**src/rtl/vx_fetch.sv**
```systemverilog
// vx_fetch -- instruction fetch stage feeding decode.
//
// Keeps a PC, thread mask and active flag for each warp. Each cycle it
// picks the next active warp after the round-robin pointer, presents that
// warp's PC to the I-cache and registers the returned instruction, the PC,
// the thread-valid mask and the warp number into the fetch/decode boundary.
//
// Flow control: there is no valid/ready pair. Decode and the backend signal
// back-pressure through in_stall (freeze, everything holds) and
// in_branch_stall (a control-flow instruction is in flight, so fetch issues
// bubbles until execute returns a resolution). out_valid == 0 marks a bubble.
//
// Ports:
//   clk, reset              clock, asynchronous active-high reset
//   in_stall                freeze outputs and PCs
//   in_branch_stall         enter WAIT_BR, issue bubbles
//   in_ebreak               halt until reset
//   in_wspawn/_pc           start every inactive warp (w >= 1) at _pc
//   in_resolve_*            control-flow resolution from execute
//   in_change_mask/
//   in_thread_mask          replace a warp's mask on resolve (0 = deactivate)
//   in_icache_data          instruction at out_icache_pc (same cycle)
//   out_icache_pc           PC of the selected warp (combinational)
//   out_instruction/out_curr_PC/out_valid/out_warp_num  registered to decode
//   out_busy                low once halted
//   out_perf_*              performance counters (VX_FETCH_PERF_EN only)
//   out_dbg_state           current FSM state (0 RUN, 1 WAIT_BR, 2 HALT)
//
// Optional build macro: VX_FETCH_PERF_EN adds out_perf_fetches and
// out_perf_stall_cycles.
module vx_fetch #(
  parameter int          NW       = 2,
  parameter int          NT       = 2,
  parameter logic [31:0] START_PC = 32'h80000000,
  localparam int         WW       = (NW > 1) ? $clog2(NW) : 1
) (
  input  logic          clk,
  input  logic          reset,
  input  logic          in_stall,
  input  logic          in_branch_stall,
  input  logic          in_ebreak,
  input  logic          in_wspawn,
  input  logic [31:0]   in_wspawn_pc,
  input  logic          in_resolve_valid,
  input  logic [WW-1:0] in_resolve_warp,
  input  logic          in_resolve_taken,
  input  logic [31:0]   in_resolve_dest,
  input  logic          in_change_mask,
  input  logic [NT-1:0] in_thread_mask,
  input  logic [31:0]   in_icache_data,
  output logic [31:0]   out_icache_pc,
  output logic [31:0]   out_instruction,
  output logic [31:0]   out_curr_PC,
  output logic [NT-1:0] out_valid,
  output logic [WW-1:0] out_warp_num,
  output logic          out_busy,
`ifdef VX_FETCH_PERF_EN
  output logic [31:0]   out_perf_fetches,
  output logic [31:0]   out_perf_stall_cycles,
`endif
  output logic [1:0]    out_dbg_state
);

  typedef enum logic [1:0] {
    ST_RUN     = 2'd0,
    ST_WAIT_BR = 2'd1,
    ST_HALT    = 2'd2
  } state_e;

  state_e        state_q, state_d;
  logic [WW-1:0] ptr_q, ptr_d;
  logic [31:0]   pc_q   [NW];
  logic [31:0]   pc_d   [NW];
  logic [NT-1:0] mask_q [NW];
  logic [NT-1:0] mask_d [NW];
  logic [NW-1:0] active_q, active_d;

  logic [31:0]   instr_q, instr_d;
  logic [31:0]   cpc_q, cpc_d;
  logic [NT-1:0] valid_q, valid_d;
  logic [WW-1:0] warp_q, warp_d;
  logic          busy_q, busy_d;

  logic [WW-1:0] sel;
  logic          any_active;
  logic          halted;
  logic          ctl_ok;
  logic          issue;

  // Round-robin pick: first active warp at (ptr+1), (ptr+2), ... mod NW.
  always_comb begin
    int idx;
    sel        = '0;
    any_active = 1'b0;
    idx        = 0;
    for (int i = 1; i <= NW; i++) begin
      idx = int'(ptr_q) + i;
      if (idx >= NW) idx = idx - NW;
      if (!any_active && active_q[idx]) begin
        any_active = 1'b1;
        sel        = WW'(idx);
      end
    end
  end

  assign out_icache_pc = pc_q[sel];

  assign halted = (state_q == ST_HALT);
  // ebreak outranks resolve/wspawn, and nothing but reset leaves HALT.
  assign ctl_ok = !halted && !in_ebreak;
  assign issue  = (state_q == ST_RUN) && !in_stall && !in_branch_stall &&
                  !in_ebreak && any_active;

  always_comb begin
    state_d  = state_q;
    ptr_d    = ptr_q;
    pc_d     = pc_q;
    mask_d   = mask_q;
    active_d = active_q;
    instr_d  = instr_q;
    cpc_d    = cpc_q;
    valid_d  = valid_q;
    warp_d   = warp_q;

    if (!halted) begin
      if (in_ebreak)             state_d = ST_HALT;
      else if (in_branch_stall)  state_d = ST_WAIT_BR;
      else if (in_resolve_valid) state_d = ST_RUN;
    end

    if (issue) begin
      pc_d[sel] = pc_q[sel] + 32'd4;
      ptr_d     = sel;
    end

    if (ctl_ok && in_wspawn) begin
      for (int w = 1; w < NW; w++) begin
        if (!active_q[w]) begin
          pc_d[w]     = in_wspawn_pc;
          mask_d[w]   = NT'(1);
          active_d[w] = 1'b1;
        end
      end
    end

    // Applied after the issue update so a redirect wins over PC+4.
    if (ctl_ok && in_resolve_valid && (int'(in_resolve_warp) < NW)) begin
      if (in_resolve_taken) pc_d[in_resolve_warp] = in_resolve_dest;
      if (in_change_mask) begin
        mask_d[in_resolve_warp]   = in_thread_mask;
        active_d[in_resolve_warp] = |in_thread_mask;
      end
    end

    // HALT forces bubbles; otherwise a stall freezes the boundary.
    if (halted) begin
      valid_d = '0;
    end else if (!in_stall) begin
      if (issue) begin
        instr_d = in_icache_data;
        cpc_d   = pc_q[sel];
        valid_d = mask_q[sel];
        warp_d  = sel;
      end else begin
        valid_d = '0;
      end
    end

    busy_d = (state_d != ST_HALT);
  end

  always_ff @(posedge clk or posedge reset) begin
    if (reset) begin
      state_q  <= ST_RUN;
      ptr_q    <= WW'(NW - 1);
      for (int w = 0; w < NW; w++) begin
        pc_q[w]   <= (w == 0) ? START_PC : 32'd0;
        mask_q[w] <= (w == 0) ? NT'(1) : '0;
      end
      active_q <= NW'(1);
      instr_q  <= '0;
      cpc_q    <= '0;
      valid_q  <= '0;
      warp_q   <= '0;
      busy_q   <= 1'b1;
    end else begin
      state_q  <= state_d;
      ptr_q    <= ptr_d;
      pc_q     <= pc_d;
      mask_q   <= mask_d;
      active_q <= active_d;
      instr_q  <= instr_d;
      cpc_q    <= cpc_d;
      valid_q  <= valid_d;
      warp_q   <= warp_d;
      busy_q   <= busy_d;
    end
  end

  assign out_instruction = instr_q;
  assign out_curr_PC     = cpc_q;
  assign out_valid       = valid_q;
  assign out_warp_num    = warp_q;
  assign out_busy        = busy_q;
  assign out_dbg_state   = state_q;

`ifdef VX_FETCH_PERF_EN
  logic [31:0] perf_fetch_q, perf_stall_q;

  always_ff @(posedge clk or posedge reset) begin
    if (reset) begin
      perf_fetch_q <= '0;
      perf_stall_q <= '0;
    end else begin
      if (issue)            perf_fetch_q <= perf_fetch_q + 32'd1;
      if (!halted && !issue) perf_stall_q <= perf_stall_q + 32'd1;
    end
  end

  assign out_perf_fetches      = perf_fetch_q;
  assign out_perf_stall_cycles = perf_stall_q;
`endif

endmodule

```
**config.mk**
```make
export PLATFORM = sky130hd
export DESIGN_NAME = vx_fetch
export DESIGN_NICKNAME = d
export VERILOG_FILES = /design/src/rtl/vx_fetch.sv
export SDC_FILE = /design/constraint.sdc
export NUM_CORES = 1
export LEC_CHECK = 0
export ABC_AREA = 1
export BUFFER_PORTS_ARGS = -buffer_cell sky130_fd_sc_hd__buf_2
export CORE_ASPECT_RATIO = 1.2
export CORE_MARGIN = 1.5
export CORE_UTILIZATION = 45
export CTS_CLUSTER_SIZE = 12
export DETAILED_ROUTE_END_ITERATION = 10
export GPL_TIMING_DRIVEN = 0
export PLACE_DENSITY = 0.81
export SYNTH_ARGS = -nofsm -noshare
export SYNTH_HDL_FRONTEND = slang
export SYNTH_SLANG_ARGS = --single-unit
```
**constraint.sdc**
```tcl
create_clock -name clk -period 6.7 [get_ports clk]
set_input_delay 1.675 -clock clk [delete_from_list [all_inputs] [get_ports clk]]
set_output_delay 1.675 -clock clk [all_outputs]
set_load 0.01 [all_outputs]
```
### Word-level counts from Yosys, hierarchy flattened

Cells that the tools add are included.

* magnitude comparators: 10
* add/subtract/negate cells: 5
* equality and inequality tests: 3
* reductions and logical operators: 20
* bitwise logic cells: 4
* shifts and indexed selects: 0
* $mul: 0
* div/mod/pow operators: 0
* muxes and demuxes: 49

Operators by type and width (number)
* 32-bit 2-to-1 mux: 9
* 64-bit 2-to-1 mux: 3
* 64-bit bitwise mux: 2
* 32-bit demux with 1-bit select: 2
* 32-bit by 3-bit < comparator with 1-bit output, second input constant: 2
* 2-bit 2-to-1 mux: 17
* 32-bit by 3-bit adder with 32-bit output, second input constant: 1
* 1-bit 2-to-1 mux: 12
* 1-bit logical AND: 11
* 2-bit greater-or-equal comparator, second input constant: 3
* 1-bit logical NOT: 5
* 4-bit bitwise mux: 1
* 2-bit by 1-bit < comparator with 1-bit output, second input constant: 2
* 1-bit inverter with 2-bit output: 2
* 3-bit by 2-bit subtractor with 4-bit output, second input constant: 1
* 1-bit by 2-bit adder with 3-bit output, second input constant: 1
* 3-bit by 2-bit greater-or-equal comparator with 1-bit output, second input constant: 1
* 3-bit AND reduction: 1
* 2-bit by 2-bit subtractor with 3-bit output, second input constant: 1
* 1-bit by 1-bit adder with 2-bit output, second input constant: 1
* 2-bit bitwise mux: 1
* 2-bit demux with 1-bit select: 1
* 2-bit == test, second input constant: 1
* 2-bit logical NOT: 1
* 8 further kinds: 9

* bits in writable memories: 0
* flip-flop bits (word level): 141
* memories: 0
* output and inout bits: 102
* logic and storage cells: 104
* memory bits (read-only): 0
* input port bits: 108
* bits in latches: 0

### Logic depth before layout (Yosys ltp)

* word-level depth: 22
* gate-level depth with buffers: 17
* depth with buffers taken out: 16

### Worst setup path before layout

Ideal clock, no wire load.

* path type: register to output
* from: reg active_q[0]
* to: out out_icache_pc[0]
* stages on the path, launching flop included: 9
* slack: 3.432 ns
* data arrival time: 1.593 ns
* buffers on the path: 4
* required time: 5.025 ns
* path through: dfstp_2 nand2_4 nand2_4 buf_6 buf_6 buf_6 clkbuf_1 nand2_1 o21ai_0

* word-level cells in the longest chain between the ends: 11
* elaborated cells between the ends (all ways): 15
* those cells by class: mux (12); bitwise (1); reduce/logical (2)

Ends and longest elaborated chain
* from (decl): RTL line 76 `logic [NW-1:0] active_q, active_d;`
* from (signal assigned): RTL line 191 `active_q <= active_d;`
* 1-bit 2-to-1 mux (not written as such) (3 in series): RTL line 99 `if (!any_active && active_q[idx]) begin`
* 1-bit 2-to-1 mux: RTL line 99
* 1-bit logical NOT: RTL line 99
* 1-bit logical AND: RTL line 99
* 1-bit 2-to-1 mux *: RTL line 99
* 1-bit inverter with 2-bit output (not written as such) *: RTL line 106 `assign out_icache_pc = pc_q[sel];`
* 32-bit 2-to-1 mux (not written as such) * (3 in series): RTL line 106
* to (decl): RTL line 51 `output logic [31:0] out_icache_pc,`

Mark *: on every way between the ends. The rest lies on a longest branch, timed or not. The select of a mux whose other input is x is not followed.

### Worst setup path in the final report

Same ends and word-level chain as after synthesis.

==> flow_metrics.env <==
export IMPL_power_switching_share_pct=28.1
export IMPL_synth_common_cells="nand2_1, dfrtp_1, nor2_1, inv_1, o21ai_0"
export IMPL_leakage_uw=0.00510
export IMPL_clock_skew_ns=0.00807
export IMPL_synth_fa_ha_area_share_pct=0.163
export IMPL_rr_startpoint="active_q[0]$_DFFE_PP1P_"
export IMPL_dieArea_um2=17900
export IMPL_vias=7912
export IMPL_ys_ff_latch=141
export IMPL_finalPower_uw=2460
export IMPL_post_cts_buffers=0
export IMPL_antenna_found_initial=0
export IMPL_worstHoldPathType="reg -> reg"
export IMPL_cts_buffer_depth=2
export IMPL_finalHoldViolations=0
export IMPL_cts_sinks=141
export IMPL_cts_made_buffers=17
export IMPL_synth_top_family_by_area="simple AND/OR/NAND/NOR gates"
export IMPL_ctsHoldBuffers=0
export IMPL_cp_end_kind="output port"
export IMPL_stdcell_area_um2=9670
export IMPL_grt_ovfl_total=0
export IMPL_htree_levels=4
export IMPL_dr_pass1_iters=6
export IMPL_route_detailed_drc=0
export IMPL_critPathKind="reg -> out"
export IMPL_status="finished clean"
export IMPL_setup_viol=0
export IMPL_core_um2=16800
export IMPL_drt_wl_total_um=25500
export IMPL_postPlaceCellArea_um2=9020
export IMPL_yosysWarnings=0
export IMPL_maxCapViolations=0
export IMPL_dp_hpwl_um=18500
export IMPL_pre_cts_slack_ns=2.70
export IMPL_cts_resized=0
export IMPL_synth_top_area_share_pct=44.3
export IMPL_clkTransAtPathRegs_ns=0.06
export IMPL_fin_ws_ns=2.33
export IMPL_grt_use_total_pct=28.6
export IMPL_holdPathStages=2
export IMPL_grt_pass1_wl_um=39100
export IMPL_fin_crit_sh_pct=65.2
export IMPL_start_util_pct=45.7
export IMPL_internal_power_uw=1770
export IMPL_cp_cell_sequence="nand2_4 > nand2_4 > buf_6 > buf_6 > buf_6 > clkbuf_1 > nand2_1 > o21ai_0 > buf_2"
export IMPL_synth_edf_count=0
export IMPL_tightest_slew_ns=0.803
export IMPL_p_per_area_nw_per_um2=254
export IMPL_ys_types=41
export IMPL_netSwitchingPower_uw=689
export IMPL_slowest_stage="dfstp_2"
export IMPL_die_w_um=122
export IMPL_cts_tree="done"
export IMPL_slew_violations=0
export IMPL_synth_xor_xnor_area_share_pct=2.28
export IMPL_max_freq_ghz=0.229
export IMPL_fin_util_pct=57.6
export IMPL_grt_max_degree=74
export IMPL_ios=210
export IMPL_drt_initial_drc_count=771
export IMPL_max_slew_margin_pct=46.5
export IMPL_antenna_cells=0
export IMPL_gp_congestion=0.988
export IMPL_r2r_end="pc_q[24]$_DFF_PP0_"
export IMPL_yosys_area_top_type="dfrtp_1"
export IMPL_r2r_cells=15
export IMPL_area_delta_synth_final_pct=26.0
export IMPL_seq_area_frac_synth_pct=46.1
export IMPL_fin_nets=1380
export IMPL_synth_area_mux_share_pct=0
export IMPL_syn_mean_instance_area_um2=7.37
export IMPL_critPathLaunch="active_q[0]$_DFFE_PP1P_"
export IMPL_tns_ns=0
export IMPL_synth_compound_area_share_pct=11.5
export IMPL_critPathMaxStageDelay_ns=0.58
export IMPL_crit_path_start_kind="flop"
export IMPL_synthCells=1042
export IMPL_worstPathMaxFanout=10
export IMPL_async_flop_share_pct=100
export IMPL_path_common_cell="buf_6"
export IMPL_synthTopCellsByArea="dfrtp_1, nand2_1, nor2_1, o21ai_0, inv_1"
export IMPL_combPwrFrac_pct=17.8
export IMPL_cts_root_buffer="clkbuf_16"
export IMPL_power_frac_seq_pct=39.7
export IMPL_irDropWorstVdd_uv=173
export IMPL_grt_pass1_vias=7727
export IMPL_syn_cell_area_um2=7670
export IMPL_nFillCells=1572
export IMPL_synth_most_common_cell="nand2_1"
export IMPL_clkPwrFrac_pct=42.5
export IMPL_post_drt_wl_per_cell_um=17.0
export IMPL_ant_nets=0
export IMPL_io_buffers=209
export IMPL_syn_num_nets=1151
export IMPL_rsz0062_at_grt="no"
export IMPL_crit_required_ns=5.03
export IMPL_cp_endpoint="out_icache_pc[0]"
export IMPL_synth_ff_type="dfrtp_1"
export IMPL_rrSetupSlack_ns=3.75
export IMPL_avgViaCountPerCell=5.28
export IMPL_clk_latency_ns=0.43
export IMPL_arrival_ns=2.69
export IMPL_drive_above_1_share_pct=24.9
export IMPL_die_h_um=146
export IMPL_synth_simple_area_share_pct=32.2
export IMPL_period_minus_slack_ns=4.37
export IMPL_core_rowCount=52
==> how the worst min path moves through the flow <==
stage                                          startpoint                         endpoint
after floorplan                        pc_q[32]$_DFF_PP0_               pc_q[32]$_DFF_PP0_
after global placement     out_instruction[1]$_DFFE_PP0P_   out_instruction[1]$_DFFE_PP0P_
after detailed placement  out_instruction[24]$_DFFE_PP0P_  out_instruction[24]$_DFFE_PP0P_
after CTS                  out_instruction[8]$_DFFE_PP0P_   out_instruction[8]$_DFFE_PP0P_
after global routing       out_instruction[9]$_DFFE_PP0P_   out_instruction[9]$_DFFE_PP0P_
final                     out_instruction[12]$_DFFE_PP0P_  out_instruction[12]$_DFFE_PP0P_
==> stage by stage <==
step / hold WS (ns) / cells
after floorplan: 0.453 / 1042
after global placement: 0.450 / 1467
after detailed placement: 0.457 / 1468
after CTS: 0.471 / 1499
after global routing: 0.483 / 1499
final: 0.467 / 1499
==> state kept, by name, summed over array words and instances (netlist names) <==
signal	cells
pc_q	64
out_curr_PC	32
out_instruction	32
mask_q	4
active_q	2
out_dbg_state	2
out_valid	2
out_busy	1
out_warp_num	1
ptr_q	1
==> layout make-up <==
class                   count  area, um^2  area share (%)
repair buffers            210        1070            11.1
clock buffers              20         457            4.72
multi-input cells         761        3540            36.6
flip-flops and latches    141        3530            36.6
clock inverters            11         190            1.97
well taps                 216         270            2.79
inverters                  89         339            3.51
plain buffers              51         263            2.72
==> worst max-delay path: cells and delay by family, from the launching register on <==
family | cells | cell delay, ns
simple gates | 3 | 0.38
buf+inv | 5 | 1.10
compound gates | 1 | 0.19
flops | 1 | 0.58
==> power groups by stage <==
stage / clock [uW] / sequential [uW] / combinational [uW]
after floorplan: 0 / 997 / 242
after global placement: 0 / 985 / 419
after detailed placement: 0 / 988 / 429
after CTS: 1050 / 974 / 433
after global routing: 1080 / 983 / 481
final: 1040 / 976 / 438
==> logic make-up (layout without fill, tap and decap cells) <==
kind of cell / count (synthesis) / count (layout)
buf+inv: 140 / 381
compound gates: 160 / 160
simple gates: 580 / 580
fa+ha+maj: 1 / 1
xor+xnor: 20 / 20
flops: 141 / 141
==> metal layers <==
metal  part of all wire (%)  GRT usage [%]  routed length, um  vias to the layer above
li1                       -              -                  -                     3771
met1                     38           34.3               9740                     3573
met2                     47           47.5              11900                      454
met3                    9.7           6.64               2470                      114
met4                    5.2           14.9               1330                        0
met5                      0              0                  0                        -
==> layout by cell type, fill, tap and decap left out, types with 4 or more instances in the layout <==
| master | count |
|---|---|
| nand2_1 | 352 |
| buf_2 | 218 |
| dfrtp_1 | 136 |
| nor2_1 | 109 |
| inv_1 | 82 |
| o21ai_0 | 70 |
| nand3_1 | 60 |
| a21oi_1 | 43 |
| clkbuf_1 | 33 |
| o21ai_1 | 20 |
| xor2_1 | 19 |
| nand2_2 | 17 |
| clkbuf_16 | 17 |
| nand4_1 | 12 |
| nor2_2 | 9 |
| a31oi_1 | 7 |
| nor2_4 | 7 |
| buf_6 | 6 |
| o21ai_2 | 6 |
| o211ai_1 | 5 |
| inv_2 | 5 |
| dfstp_2 | 5 |
| bufinv_16 | 5 |
| nand3_2 | 4 |
(Power assumes the default switching activity.)
